File: src/rtl/lmsm_reg_sequencer_if.sv
// Request/transfer bus between the decode front end and the LM/SM register sequencer.
// Each transfer is offered with xfer_valid and accepted in any cycle where stall is low.
interface lmsm_reg_sequencer_if #(
  parameter int ADDR_W = 16,
  parameter int LIST_W = 8,
  parameter int SEL_W  = 3
);
  logic              start;
  logic [LIST_W-1:0] reg_list;
  logic [ADDR_W-1:0] base_addr;
  logic              stall;
  logic              flush;
  logic              busy;
  logic              xfer_valid;
  logic [SEL_W-1:0]  reg_sel;
  logic [ADDR_W-1:0] mem_addr;
  logic              xfer_last;
  logic              done;

  modport master (
    output start, reg_list, base_addr, stall, flush,
    input  busy, xfer_valid, reg_sel, mem_addr, xfer_last, done
  );

  modport slave (
    input  start, reg_list, base_addr, stall, flush,
    output busy, xfer_valid, reg_sel, mem_addr, xfer_last, done
  );
endinterface

File: src/rtl/lmsm_reg_sequencer.sv
// Load/store-multiple sequencer: walks a register list lowest bit first, emitting one
// register select and its memory address per cycle, with all outputs registered.
module lmsm_reg_sequencer #(
  parameter int ADDR_W = 16,
  parameter int LIST_W = 8,
  parameter int SEL_W  = 3
) (
  input  logic                  clk,
  input  logic                  rst_n,
  lmsm_reg_sequencer_if.slave   bus,
  output logic [1:0]            dbg_state
);

  typedef enum logic [1:0] {
    IDLE = 2'd0,
    RUN  = 2'd1
  } state_e;

  state_e            state_q, state_d;
  logic [LIST_W-1:0] pend_q, pend_d;
  logic [ADDR_W-1:0] base_q, base_d;
  logic [SEL_W-1:0]  count_q, count_d;
  logic              busy_q, busy_d;
  logic              xfer_valid_q, xfer_valid_d;
  logic [SEL_W-1:0]  reg_sel_q, reg_sel_d;
  logic [ADDR_W-1:0] mem_addr_q, mem_addr_d;
  logic              xfer_last_q, xfer_last_d;
  logic              done_q, done_d;
  logic [LIST_W-1:0] pend_clr;

  function automatic logic [SEL_W-1:0] lowest_idx(input logic [LIST_W-1:0] l);
    logic [SEL_W-1:0] idx;
    idx = '0;
    for (int i = LIST_W - 1; i >= 0; i--) begin
      if (l[i]) idx = SEL_W'(i);
    end
    return idx;
  endfunction

  function automatic logic single_bit(input logic [LIST_W-1:0] l);
    return (l != '0) && ((l & (l - LIST_W'(1))) == '0);
  endfunction

  // pend_q holds every bit not yet consumed, including the one currently presented.
  always_comb begin
    state_d      = state_q;
    pend_d       = pend_q;
    base_d       = base_q;
    count_d      = count_q;
    busy_d       = busy_q;
    xfer_valid_d = xfer_valid_q;
    reg_sel_d    = reg_sel_q;
    mem_addr_d   = mem_addr_q;
    xfer_last_d  = xfer_last_q;
    done_d       = 1'b0;
    pend_clr     = pend_q;
    pend_clr[reg_sel_q] = 1'b0;

    case (state_q)
      IDLE: begin
        if (bus.start && !bus.flush) begin
          if (bus.reg_list != '0) begin
            state_d      = RUN;
            pend_d       = bus.reg_list;
            base_d       = bus.base_addr;
            count_d      = '0;
            busy_d       = 1'b1;
            xfer_valid_d = 1'b1;
            reg_sel_d    = lowest_idx(bus.reg_list);
            mem_addr_d   = bus.base_addr;
            xfer_last_d  = single_bit(bus.reg_list);
          end else begin
            done_d = 1'b1;
          end
        end
      end
      RUN: begin
        if (bus.flush) begin
          state_d      = IDLE;
          pend_d       = '0;
          count_d      = '0;
          busy_d       = 1'b0;
          xfer_valid_d = 1'b0;
          xfer_last_d  = 1'b0;
        end else if (!bus.stall) begin
          pend_d  = pend_clr;
          count_d = count_q + SEL_W'(1);
          if (xfer_last_q) begin
            state_d      = IDLE;
            count_d      = '0;
            busy_d       = 1'b0;
            xfer_valid_d = 1'b0;
            xfer_last_d  = 1'b0;
            done_d       = 1'b1;
          end else begin
            reg_sel_d   = lowest_idx(pend_clr);
            mem_addr_d  = base_q + {{(ADDR_W - SEL_W){1'b0}}, count_d};
            xfer_last_d = single_bit(pend_clr);
          end
        end
      end
      default: begin
        state_d      = IDLE;
        pend_d       = '0;
        busy_d       = 1'b0;
        xfer_valid_d = 1'b0;
        xfer_last_d  = 1'b0;
      end
    endcase
  end

  always_ff @(posedge clk) begin
    if (!rst_n) begin
      state_q      <= IDLE;
      pend_q       <= '0;
      base_q       <= '0;
      count_q      <= '0;
      busy_q       <= 1'b0;
      xfer_valid_q <= 1'b0;
      reg_sel_q    <= '0;
      mem_addr_q   <= '0;
      xfer_last_q  <= 1'b0;
      done_q       <= 1'b0;
    end else begin
      state_q      <= state_d;
      pend_q       <= pend_d;
      base_q       <= base_d;
      count_q      <= count_d;
      busy_q       <= busy_d;
      xfer_valid_q <= xfer_valid_d;
      reg_sel_q    <= reg_sel_d;
      mem_addr_q   <= mem_addr_d;
      xfer_last_q  <= xfer_last_d;
      done_q       <= done_d;
    end
  end

  assign bus.busy       = busy_q;
  assign bus.xfer_valid = xfer_valid_q;
  assign bus.reg_sel    = reg_sel_q;
  assign bus.mem_addr   = mem_addr_q;
  assign bus.xfer_last  = xfer_last_q;
  assign bus.done       = done_q;
  assign dbg_state      = state_q;

endmodule

File: src/flat_wrapper.sv
// flat-port wrapper written by rule: the top's interface ports become plain ports
module lmsm_reg_sequencer_flat 
#(
  parameter int ADDR_W = 16,
  parameter int LIST_W = 8,
  parameter int SEL_W  = 3
)
  (clk, rst_n, dbg_state, bus_start, bus_reg_list, bus_base_addr, bus_stall, bus_flush, bus_busy, bus_xfer_valid, bus_reg_sel, bus_mem_addr, bus_xfer_last, bus_done);
  lmsm_reg_sequencer_if #(.ADDR_W(ADDR_W), .LIST_W(LIST_W), .SEL_W(SEL_W)) bus_i ();
  input  logic clk;
  input  logic rst_n;
  output logic [1:0] dbg_state;
  input wire logic [$bits(bus_i.start)-1:0] bus_start;
  input wire logic [$bits(bus_i.reg_list)-1:0] bus_reg_list;
  input wire logic [$bits(bus_i.base_addr)-1:0] bus_base_addr;
  input wire logic [$bits(bus_i.stall)-1:0] bus_stall;
  input wire logic [$bits(bus_i.flush)-1:0] bus_flush;
  output wire logic [$bits(bus_i.busy)-1:0] bus_busy;
  output wire logic [$bits(bus_i.xfer_valid)-1:0] bus_xfer_valid;
  output wire logic [$bits(bus_i.reg_sel)-1:0] bus_reg_sel;
  output wire logic [$bits(bus_i.mem_addr)-1:0] bus_mem_addr;
  output wire logic [$bits(bus_i.xfer_last)-1:0] bus_xfer_last;
  output wire logic [$bits(bus_i.done)-1:0] bus_done;
  assign bus_i.start = bus_start;
  assign bus_i.reg_list = bus_reg_list;
  assign bus_i.base_addr = bus_base_addr;
  assign bus_i.stall = bus_stall;
  assign bus_i.flush = bus_flush;
  assign bus_busy = bus_i.busy;
  assign bus_xfer_valid = bus_i.xfer_valid;
  assign bus_reg_sel = bus_i.reg_sel;
  assign bus_mem_addr = bus_i.mem_addr;
  assign bus_xfer_last = bus_i.xfer_last;
  assign bus_done = bus_i.done;
  lmsm_reg_sequencer #(.ADDR_W(ADDR_W), .LIST_W(LIST_W), .SEL_W(SEL_W)) u_core (.clk(clk), .rst_n(rst_n), .bus(bus_i), .dbg_state(dbg_state));
endmodule
File: config.mk
export PLATFORM = sky130hd
export DESIGN_NAME = lmsm_reg_sequencer_flat
export DESIGN_NICKNAME = d
export VERILOG_FILES = /design/src/rtl/lmsm_reg_sequencer_if.sv /design/src/rtl/lmsm_reg_sequencer.sv /design/src/flat_wrapper.sv
export SDC_FILE = /design/constraint.sdc
export NUM_CORES = 1
export LEC_CHECK = 0
export BUFFER_PORTS_ARGS = -buffer_cell sky130_fd_sc_hd__buf_2
export CAP_MARGIN = 5
export CORE_MARGIN = 8
export CORE_UTILIZATION = 30
export DETAILED_ROUTE_END_ITERATION = 8
export SYNTH_ARGS = -nofsm -noshare
export SYNTH_HDL_FRONTEND = slang
export SYNTH_SLANG_ARGS = --single-unit
File: constraint.sdc
create_clock -name clk -period 3.81 [get_ports clk]
set_clock_uncertainty 0.2 [all_clocks]
set_input_delay 0.5715 -clock clk [delete_from_list [all_inputs] [get_ports clk]]
set_output_delay 0.5715 -clock clk [all_outputs]
set_load 0.02 [all_outputs]
==> impl_metrics.env, run 1 <==
export IMPL_status="finished, final reports clean"
export IMPL_cts_root_buffer="clkbuf_8"
export IMPL_antenna_cells=0
export IMPL_setup_viol=0
export IMPL_ant_nets=0
export IMPL_critPathTopFamily="flip-flops"
export IMPL_grt_busiest_layer="met2"
export IMPL_grt_pass1_vias=2922
export IMPL_die_w_um=115.5
export IMPL_crit_required_ns=3.87
export IMPL_leakagePower_nw=1.316
export IMPL_dp_cells=546
export IMPL_fin_cells=554
export IMPL_yosys_area_top_type="dfxtp_1"
export IMPL_synth_cells=385
export IMPL_synthFlopType="dfxtp_1"
export IMPL_cts_tree="yes"
export IMPL_fin_ws_ns=1.096
export IMPL_syn_nets=419
export IMPL_drv_slew=0
export IMPL_met3_usage_pct=2.710
export IMPL_ys_warn_count=0
export IMPL_viasPerCell=5.296
export IMPL_cp_start_kind="flip-flop"
export IMPL_tightest_slew_ns=0.8002
export IMPL_worst_hold_slack_ns=0.2630
export IMPL_area_growth_pct=14.12
export IMPL_grt_antenna_before_repair=0
export IMPL_route_detailed_drc=0
export IMPL_core_area_um2=9684
export IMPL_post_drt_wl_per_cell_um=15.97
export IMPL_syn_avg_cell_area_um2=7.709
export IMPL_rsz0062_at_grt="false"
export IMPL_slew_headroom_pct=46.65
export IMPL_post_synth_instance_area_um2=2968
export IMPL_rows=36
export IMPL_finalPower_mw=1.214
export IMPL_place_congestion=0.8509
export IMPL_num_io_pins=54
export IMPL_clock_latency_ns=0.31
export IMPL_hold_violations=0
export IMPL_critical_path_peak_fanout=28
export IMPL_grt_max_degree=38
export IMPL_peakVddDrop_v=0.0001503
export IMPL_ys_seq_area_share_pct=33.05
export IMPL_synth_cell_types=63
export IMPL_p_per_area_nw_per_um2=358.4
export IMPL_ys_ff_latch=49
export IMPL_clock_sinks=49
export IMPL_async_flop_share_pct=0
export IMPL_drt_initial_drc_count=178
export IMPL_dr_pass1_iters=4
export IMPL_ys_top_cells_by_area="dfxtp_1, nand2_1, a21oi_1"
export IMPL_pre_cts_ws_ns=1.211
export IMPL_track_usage_pct=13.53
export IMPL_cts_made_buffers=5
export IMPL_io_buffer_count=52
export IMPL_synth_edf_count=0
export IMPL_nNetsFinal=454
export IMPL_met1_usage_pct=16.98
export IMPL_initial_core_util_pct=30.65
export IMPL_h_tree_depth=2
export IMPL_path_buf_inv=1
export IMPL_slowest_stage="dfxtp_1"
export IMPL_hold_class="flip-flop to flip-flop"
export IMPL_cts_setup_buffers=0
export IMPL_crit_path_cell_trace="buf_4, nand2b_1, nor4_1, o2111ai_1, o31ai_1, a31o_1"
export IMPL_yosys_area_top_type_share_pct=33.05
export IMPL_fin_crit_sh_pct=71.23
export IMPL_ff_latch_area_um2=980.9
export IMPL_max_freq_mhz=368.5
export IMPL_routed_wl_um=8845
export IMPL_worstPathArrival_ns=2.77
export IMPL_post_cts_resized=0
export IMPL_drive_above_1_share_pct=18.76
export IMPL_dieHeight_um=115.5
export IMPL_grt_pass1_wl_um=14460
export IMPL_grt_overflow=0
export IMPL_num_vias=2934
export IMPL_fin_crit_ns=2.714
export IMPL_criticalPathCategory="flip-flop to flip-flop"
export IMPL_cts_path_max_buffers=2
export IMPL_dieArea_um2=13330
export IMPL_fill_cells=1044
export IMPL_use_met2_pct=22.36
export IMPL_cp_slowest_stage_delay_ns=0.71
export IMPL_end_kind="flip-flop"
export IMPL_multi_input_area_um2=1795
export IMPL_maxCapViolations=0
export IMPL_hpwl_um=6370
export IMPL_clkSlewWorstSetupHoldPaths_ns=0.10
export IMPL_postCtsHoldBufs=0
export IMPL_tns_ns=0
placed cells by master, fill, tap and decap left out, types with 4 or more instances in the layout:
master     n
ha_1       4
xor2_1     9
nand2b_1   6
inv_1     12
dfxtp_1   49
nor2_1    32
buf_2     52
or2_2      4
o22ai_1    5
a21oi_1   43
a211oi_1   4
xnor2_1    8
o21ai_0   18
nor3_1     6
a22oi_1    5
clkbuf_8   6
nand4_1    6
mux2i_1    6
nor4_1     4
nand3_1    7
nand2_1   61
cell families after synthesis:
logic type	after synthesis	synth area share, %
compound gates	122	26.77
xor+xnor	17	5.017
fa+ha+maj	6	2.698
buf+inv	39	6.450
flops	49	33.05
mux	6	2.024
other cells	1	0.1264
simple gates	145	23.86
registers in the layout, indices dropped and copies added (netlist names):
signal and flops:
u_core.count_q 3, u_core.bus.mem_addr 16, u_core.bus.xfer_last 1, u_core.bus.reg_sel 3
u_core.base_q 16, u_core.pend_q 8, u_core.bus.done 1, u_core.dbg_state 1
synth_stat cells (all sizes together) (2+ instances only):
cell type and number:
nor3b 3, o2111ai 2, a221o 2, mux2i 6
a31oi 2, o211ai 4, ha 4, clkbuf 11
a311oi 3, a211oi 4, o21ai 23, o21a 2
nor2b 3, dfxtp 49, a221oi 3, and2 3
o21bai 3, nand2b 6, or3 3, o211a 3
nand4 6, o311ai 2, a21o 2, or2 5
o22ai 5, inv 12, o31ai 3, xor2 9
xnor2 8, buf 16, a22oi 5, nand2 61
nor4bb 2, nand3 8, a31o 5, nor4 4
nor3 6, nor2 32, a21oi 44
metal layers:
metal  part of all wire, %  vias to the layer above
li1                      -                     1440
met2                    47                       97
met3                   5.0                       23
met4                   2.5                        0
met5                     0                        -
met1                    46                     1374
path summary, 6_finish.rpt:
| check | startpoint | end | slack, ns | depth (start not counted) |
|---|---|---|---|---|
| max | u_core.dbg_state[0]$_SDFFE_PN0P_ | u_core.bus.xfer_last$_SDFFE_PN0P_ | 1.10 | 6 |
| min | u_core.bus.mem_addr[2]$_SDFFE_PN0P_ | u_core.bus.mem_addr[2]$_SDFFE_PN0P_ | 0.26 | 2 |
| max reg2reg | u_core.dbg_state[0]$_SDFFE_PN0P_ | u_core.bus.xfer_last$_SDFFE_PN0P_ | 1.10 | 6 |
| min reg2reg | u_core.bus.mem_addr[2]$_SDFFE_PN0P_ | u_core.bus.mem_addr[2]$_SDFFE_PN0P_ | 0.26 | 2 |
tightest hold or removal path: cells and delay by family, from the launching register on:
family	cells	cell delay, ns
DFF	1	0.32
and+or+nand+nor	1	0.05
AOI/OAI and AO/OA	1	0.05
per-stage QoR:
step / cell area, um2 / util, %
floorplan: 2968 / -
global placement: 3271 / 33.77
detailed placement: 3271 / 33.77
CTS: 3387 / 34.97
global route: 3387 / 34.97
finish: 3387 / 34.97
cell type report:
class / count / area share, %
multi-input cells: 297 / 53.01
flip-flops and latches: 49 / 28.96
repair buffers: 55 / 8.349
well taps: 133 / 4.913
clock buffers: 7 / 2.549
inverters: 12 / 1.330
clock inverters: 1 / 0.8866
power by group:
part	switching (mW)	total [mW]	leakage, nW	internal, mW
sequential	0.0396	0.580	0.400	0.540
clock	0.186	0.401	0.0585	0.215
combinational	0.145	0.233	0.857	0.0889
total	0.371	1.21	1.32	0.843
(Power assumes the default switching activity.)
==> run 2, diff against run 1 <==
==> constraint.sdc (replaced) <==
create_clock -name clk -period 2.3 [get_ports clk]
set_clock_uncertainty 0.2 [all_clocks]
set_input_delay 0.345 -clock clk [delete_from_list [all_inputs] [get_ports clk]]
set_output_delay 0.345 -clock clk [all_outputs]
set_load 0.02 [all_outputs]
==> run 2 against run 1 <==
Compared with the run above: cell count is 6.3% higher; hold slack worse by 0.19 ns; sequential share of layout area is 2.7 points lower; clock-buffer cell count is 2 lower; non-clock buffer count is 35 higher; critical path depth is 2 higher; first-iteration DRC count is 2.2% lower.
==> impl_metrics.env, run 2 (same netlist as run 1, synthesis figures left out) <==
export IMPL_grt_overflow=0
export IMPL_grt_pass1_wl_um=15130
export IMPL_rows=36
export IMPL_fin_crit_ns=2.256
export IMPL_ff_latch_area_um2=983.4
export IMPL_dieHeight_um=115.5
export IMPL_initial_core_util_pct=30.65
export IMPL_dieArea_um2=13330
export IMPL_slowest_stage="dfxtp_2"
export IMPL_dr_pass1_iters=4
export IMPL_routed_wl_um=9213
export IMPL_hold_class="input port to flip-flop"
export IMPL_clock_latency_ns=0.31
export IMPL_grt_pass1_vias=3012
export IMPL_num_vias=3054
export IMPL_status="finished, final reports clean"
export IMPL_p_sw_uw=629.3
export IMPL_dp_cells=580
export IMPL_clkSlewWorstSetupHoldPaths_ns=0.09
export IMPL_clkPwrFrac_pct=34.4
export IMPL_cts_made_buffers=5
export IMPL_drive_above_1_share_pct=27.19
export IMPL_critical_path_peak_fanout=4
export IMPL_fin_crit_sh_pct=98.11
export IMPL_setup_viol=0
export IMPL_pwr_share_comb_pct=21.9
export IMPL_viasPerCell=5.185
export IMPL_crit_path_cell_trace="ha_4, xor2_1, ha_1, a21oi_2, or2_4, or3_1, a31o_2, a21oi_2"
export IMPL_cts_root_buffer="clkbuf_8"
export IMPL_clock_sinks=49
export IMPL_drv_slew=0
export IMPL_post_drt_wl_per_cell_um=15.64
export IMPL_crit_required_ns=2.35
export IMPL_die_w_um=115.5
export IMPL_path_buf_inv=0
export IMPL_final_common_cell="nand2_1"
export IMPL_io_buffer_count=52
export IMPL_critPathTopFamily="simple AND/OR/NAND/NOR gates"
export IMPL_fin_ws_ns=0.04358
export IMPL_ant_nets=0
export IMPL_rsz0062_at_grt="true"
export IMPL_grt_max_degree=42
export IMPL_antenna_cells=0
export IMPL_dpl_cell_area_um2=3583
export IMPL_drt_initial_drc_count=174
export IMPL_postCtsHoldBufs=0
export IMPL_nNetsFinal=489
export IMPL_cts_path_max_buffers=2
export IMPL_leakagePower_nw=1.506
export IMPL_maxCapViolations=0
export IMPL_cp_slowest_stage_delay_ns=0.35
export IMPL_seqPwrFrac_pct=43.7
export IMPL_cp_start_kind="flip-flop"
export IMPL_hpwl_um=6792
export IMPL_h_tree_depth=2
export IMPL_track_usage_pct=14.12
export IMPL_fill_cells=1030
export IMPL_route_detailed_drc=0
export IMPL_max_freq_mhz=443.2
export IMPL_finalPower_mw=2.154
export IMPL_p_per_area_nw_per_um2=575.1
export IMPL_end_kind="flip-flop"
export IMPL_cts_tree="yes"
export IMPL_final_area_um2=3745
export IMPL_layout_common_cells="nand2_1, buf_2, dfxtp_1"
export IMPL_place_congestion=0.8998
export IMPL_worstPathArrival_ns=2.30
export IMPL_pre_cts_ws_ns=0.006590
export IMPL_multi_input_area_um2=1833
export IMPL_area_growth_pct=26.18
export IMPL_core_area_um2=9684
export IMPL_hold_violations=0
export IMPL_cpMostUsedCell="a21oi_2"
export IMPL_switching_share_pct=29.22
export IMPL_peakVddDrop_v=0.0002875
export IMPL_num_io_pins=54
export IMPL_worst_hold_slack_ns=0.07550
export IMPL_criticalPathCategory="flip-flop to flip-flop"
export IMPL_fin_cells=589
export IMPL_p_int_mw=1.524
export IMPL_grt_antenna_before_repair=0
run 2: cell types whose count changed in the layout (fill, tap and decap cells not counted), moves of 2 or more:
cell     previous run  this run
ha_1                4         2
buf_12              0         3
buf_4               3        35
a21oi_1            43        41
a21oi_2             1         3
dfxtp_1            49        47
dfxtp_2             0         2
run 2: power by group through the flow:
stage               sequential (mW)  clock, mW  combinational, mW
floorplan                     0.977          0              0.261
global placement              0.960          0              0.464
CTS                           0.941      0.753              0.468
finish                        0.942      0.741              0.471
detailed placement            0.960          0              0.465
global route                  0.949      0.792              0.521
run 2: metrics by stage:
stage	util [%]	setup TNS [ns]
2_1_floorplan	-	0
3_3_place_gp	37.00	0
3_5_place_dp	37.00	0
4_1_cts	38.40	0
5_1_grt	38.67	-0.01657
6_report	38.67	0
run 2: worst paths after layout:
check	from	endpoint	slack, ns	depth (start not counted)
setup / recovery	u_core.count_q[1]$_SDFFE_PN0P_	u_core.bus.mem_addr[15]$_SDFFE_PN0P_	0.04	8
hold / removal	bus_base_addr[14]	u_core.base_q[14]$_SDFFE_PN0P_	0.08	3
setup reg to reg	u_core.count_q[1]$_SDFFE_PN0P_	u_core.bus.mem_addr[15]$_SDFFE_PN0P_	0.04	8
hold reg to reg	u_core.bus.mem_addr[2]$_SDFFE_PN0P_	u_core.bus.mem_addr[2]$_SDFFE_PN0P_	0.27	2
run 2: timing repair:
item | in CTS | in global routing
resized for setup | 1 | 6
setup endpoints to repair | 2 | 12
buffers inserted | 0 | 2
gates cloned | 0 | 0
pin swaps | 0 | 4
run 2: worst min-delay path: cells and delay by family:
| family | cells | cell delay (ns) |
|---|---|---|
| AO/OA/AOI/OAI | 1 | 0.05 |
| buffers and inverters | 1 | 0.10 |
| AND/OR/NAND/NOR | 1 | 0.05 |
run 2: cell type report:
cell class / count / share of cell area [%]
clock buffer: 5 / 1.838
clock inverter: 3 / 1.737
inverter: 12 / 1.203
timing repair buffer: 90 / 15.57
tap: 133 / 4.444
sequential: 49 / 26.26
multi-input combinational: 297 / 48.95
run 2: layer usage:
| metal | vias to the layer above | global-route usage [%] | wire (um) |
|---|---|---|---|
| met3 | 7 | 2.814 | 582 |
| li1 | 1518 | - | - |
| met5 | - | 0 | 0 |
| met2 | 79 | 24.07 | 4505 |
| met1 | 1450 | 17.74 | 4061 |
| met4 | 0 | 3.503 | 64 |
==> run 3, diff against run 2 <==
==> constraint.sdc (replaced) <==
create_clock -name clk -period 2.4 [get_ports clk]
set_clock_uncertainty 0.2 [all_clocks]
set_input_delay 0.36 -clock clk [delete_from_list [all_inputs] [get_ports clk]]
set_output_delay 0.36 -clock clk [all_outputs]
set_load 0.02 [all_outputs]
==> run 3 against run 2 <==
Compared with the run above: non-clock buffer count decreased by 13; clock power is 31% lower; design area down 4.8%; hold slack better by 0.022 ns; die area is the same; routed wire length is 2.0% lower; sequential share of layout area rose by 1.3 points; fmax fell by 1.5%; worst setup slack improved by 0.066 ns; critical path depth increased by 1; clock-buffer cell count up 1; sequential power shrank 4.0%; critical path type unchanged; largest power group unchanged.
==> impl_metrics.env, run 3 (same netlist as run 1, synthesis figures left out) <==
export IMPL_peakVddDrop_v=0.0002538
export IMPL_worstPathArrival_ns=2.30
export IMPL_clock_latency_ns=0.31
export IMPL_max_freq_mhz=436.5
export IMPL_p_sw_uw=602.8
export IMPL_post_drt_wl_per_cell_um=15.67
export IMPL_rsz0062_at_grt="false"
export IMPL_status="finished, final reports clean"
export IMPL_viasPerCell=5.257
export IMPL_pre_cts_ws_ns=0.02733
export IMPL_grt_overflow=0
export IMPL_num_vias=3028
export IMPL_area_growth_pct=20.15
export IMPL_clkSlewWorstSetupHoldPaths_ns=0.10
export IMPL_reg2reg_depth=9
export IMPL_postCtsHoldBufs=0
export IMPL_drive_above_1_share_pct=23.48
export IMPL_final_common_cell="nand2_1"
export IMPL_critical_path_peak_fanout=4
export IMPL_antenna_cells=0
export IMPL_grt_antenna_before_repair=0
export IMPL_hold_class="input port to flip-flop"
export IMPL_initial_core_util_pct=30.65
export IMPL_fin_crit_sh_pct=95.45
export IMPL_p_per_area_nw_per_um2=516.5
export IMPL_routed_wl_um=9027
export IMPL_cts_made_buffers=5
export IMPL_dr_pass1_iters=5
export IMPL_track_usage_pct=13.71
export IMPL_grt_max_degree=38
export IMPL_leakagePower_nw=1.419
export IMPL_hpwl_um=6640
export IMPL_route_detailed_drc=0
export IMPL_pwr_share_comb_pct=23.2
export IMPL_dpl_cell_area_um2=3431
export IMPL_io_buffer_count=52
export IMPL_seqPwrFrac_pct=49.1
export IMPL_cts_tree="yes"
export IMPL_p_int_mw=1.239
export IMPL_grt_pass1_vias=2942
export IMPL_criticalPathCategory="flip-flop to flip-flop"
export IMPL_hold_violations=0
export IMPL_final_core_util_pct=36.82
export IMPL_final_area_um2=3566
export IMPL_switching_share_pct=32.73
export IMPL_rows=36
export IMPL_core_area_um2=9684
export IMPL_end_kind="flip-flop"
export IMPL_fin_ws_ns=0.1092
export IMPL_worst_hold_slack_ns=0.09786
export IMPL_layout_common_cells="nand2_1, buf_2, dfxtp_1"
export IMPL_setup_viol=0
export IMPL_fin_crit_ns=2.291
export IMPL_place_congestion=0.8890
export IMPL_dieArea_um2=13330
export IMPL_dieHeight_um=115.5
export IMPL_cp_start_kind="flip-flop"
export IMPL_slew_headroom_pct=52.38
export IMPL_clkPwrFrac_pct=27.7
export IMPL_crit_required_ns=2.41
export IMPL_maxCapViolations=0
export IMPL_num_io_pins=54
export IMPL_cts_path_max_buffers=2
export IMPL_clock_sinks=49
export IMPL_cts_root_buffer="clkbuf_8"
export IMPL_drv_slew=0
export IMPL_ant_nets=0
export IMPL_h_tree_depth=2
export IMPL_nNetsFinal=476
export IMPL_grt_pass1_wl_um=14880
export IMPL_drt_initial_drc_count=234
export IMPL_holdPathStages=3
export IMPL_tightest_slew_ns=0.7117
export IMPL_die_w_um=115.5
export IMPL_tns_ns=0
export IMPL_fill_cells=1004
run 3: cell types whose count changed in the layout (fill, tap and decap cells not counted), sizes merged:
cell	previous run	this run
buf	90	77
bufinv	2	0
clkbuf	5	6
inv	12	13
run 3: layer usage:
layer	part of all wire [%]	track usage [%]
met1	45	17.63
met2	48	22.91
met3	5.8	2.397
met4	1.2	3.853
met5	0	0
run 3: final timing paths:
check                                                          from                              endpoint  slack [ns]
worst max-delay path                 u_core.count_q[0]$_SDFFE_PN0P_  u_core.bus.mem_addr[10]$_SDFFE_PN0P_        0.11
worst min register to register  u_core.bus.mem_addr[2]$_SDFFE_PN0P_   u_core.bus.mem_addr[2]$_SDFFE_PN0P_        0.26
worst max register to register       u_core.count_q[0]$_SDFFE_PN0P_  u_core.bus.mem_addr[10]$_SDFFE_PN0P_        0.11
worst min-delay path                               bus_base_addr[1]         u_core.base_q[1]$_SDFFE_PN0P_         0.1
run 3: layout make-up:
type / instances / area [um2] / area share [%]
clock inverters: 2 / 13.76 / 0.3860
inverters: 12 / 45.04 / 1.263
clock buffers: 6 / 72.57 / 2.035
multi-input cells: 297 / 1813 / 50.84
well taps: 133 / 166.4 / 4.667
repair buffers: 77 / 473.0 / 13.26
flip-flops and latches: 49 / 982.2 / 27.54
run 3: metrics by stage:
| step | power [mW] | instances |
|---|---|---|
| after floorplan | 1.187 | 385 |
| after global placement | 1.334 | 564 |
| after detailed placement | 1.337 | 564 |
| after CTS | 1.844 | 572 |
| after global routing | 1.935 | 576 |
| final | 1.842 | 576 |
run 3: power by group through the flow:
| stage | combinational, mW | clock (mW) | sequential, mW |
|---|---|---|---|
| floorplan | 0.250 | 0 | 0.937 |
| detailed placement | 0.415 | 0 | 0.922 |
| global placement | 0.412 | 0 | 0.922 |
| CTS | 0.417 | 0.524 | 0.903 |
| finish | 0.427 | 0.511 | 0.904 |
| global route | 0.470 | 0.554 | 0.911 |
run 3: worst max-delay path, cell delays in order, from the launching register on:
cell	delay [ns]
dfxtp_2	0.38
inv_1	0.05
ha_1	0.22
fa_1	0.42
a21o_1	0.21
nor2b_2	0.19
nand4_1	0.10
xor2_1	0.17
a21oi_1	0.09
a31o_1	0.18
run 3: repair_timing:
| action | 4_1_cts | 5_1_grt |
|---|---|---|
| buffers inserted | 0 | 4 |
| gates resized for setup | 0 | 3 |
| setup endpoints to repair | 0 | 7 |
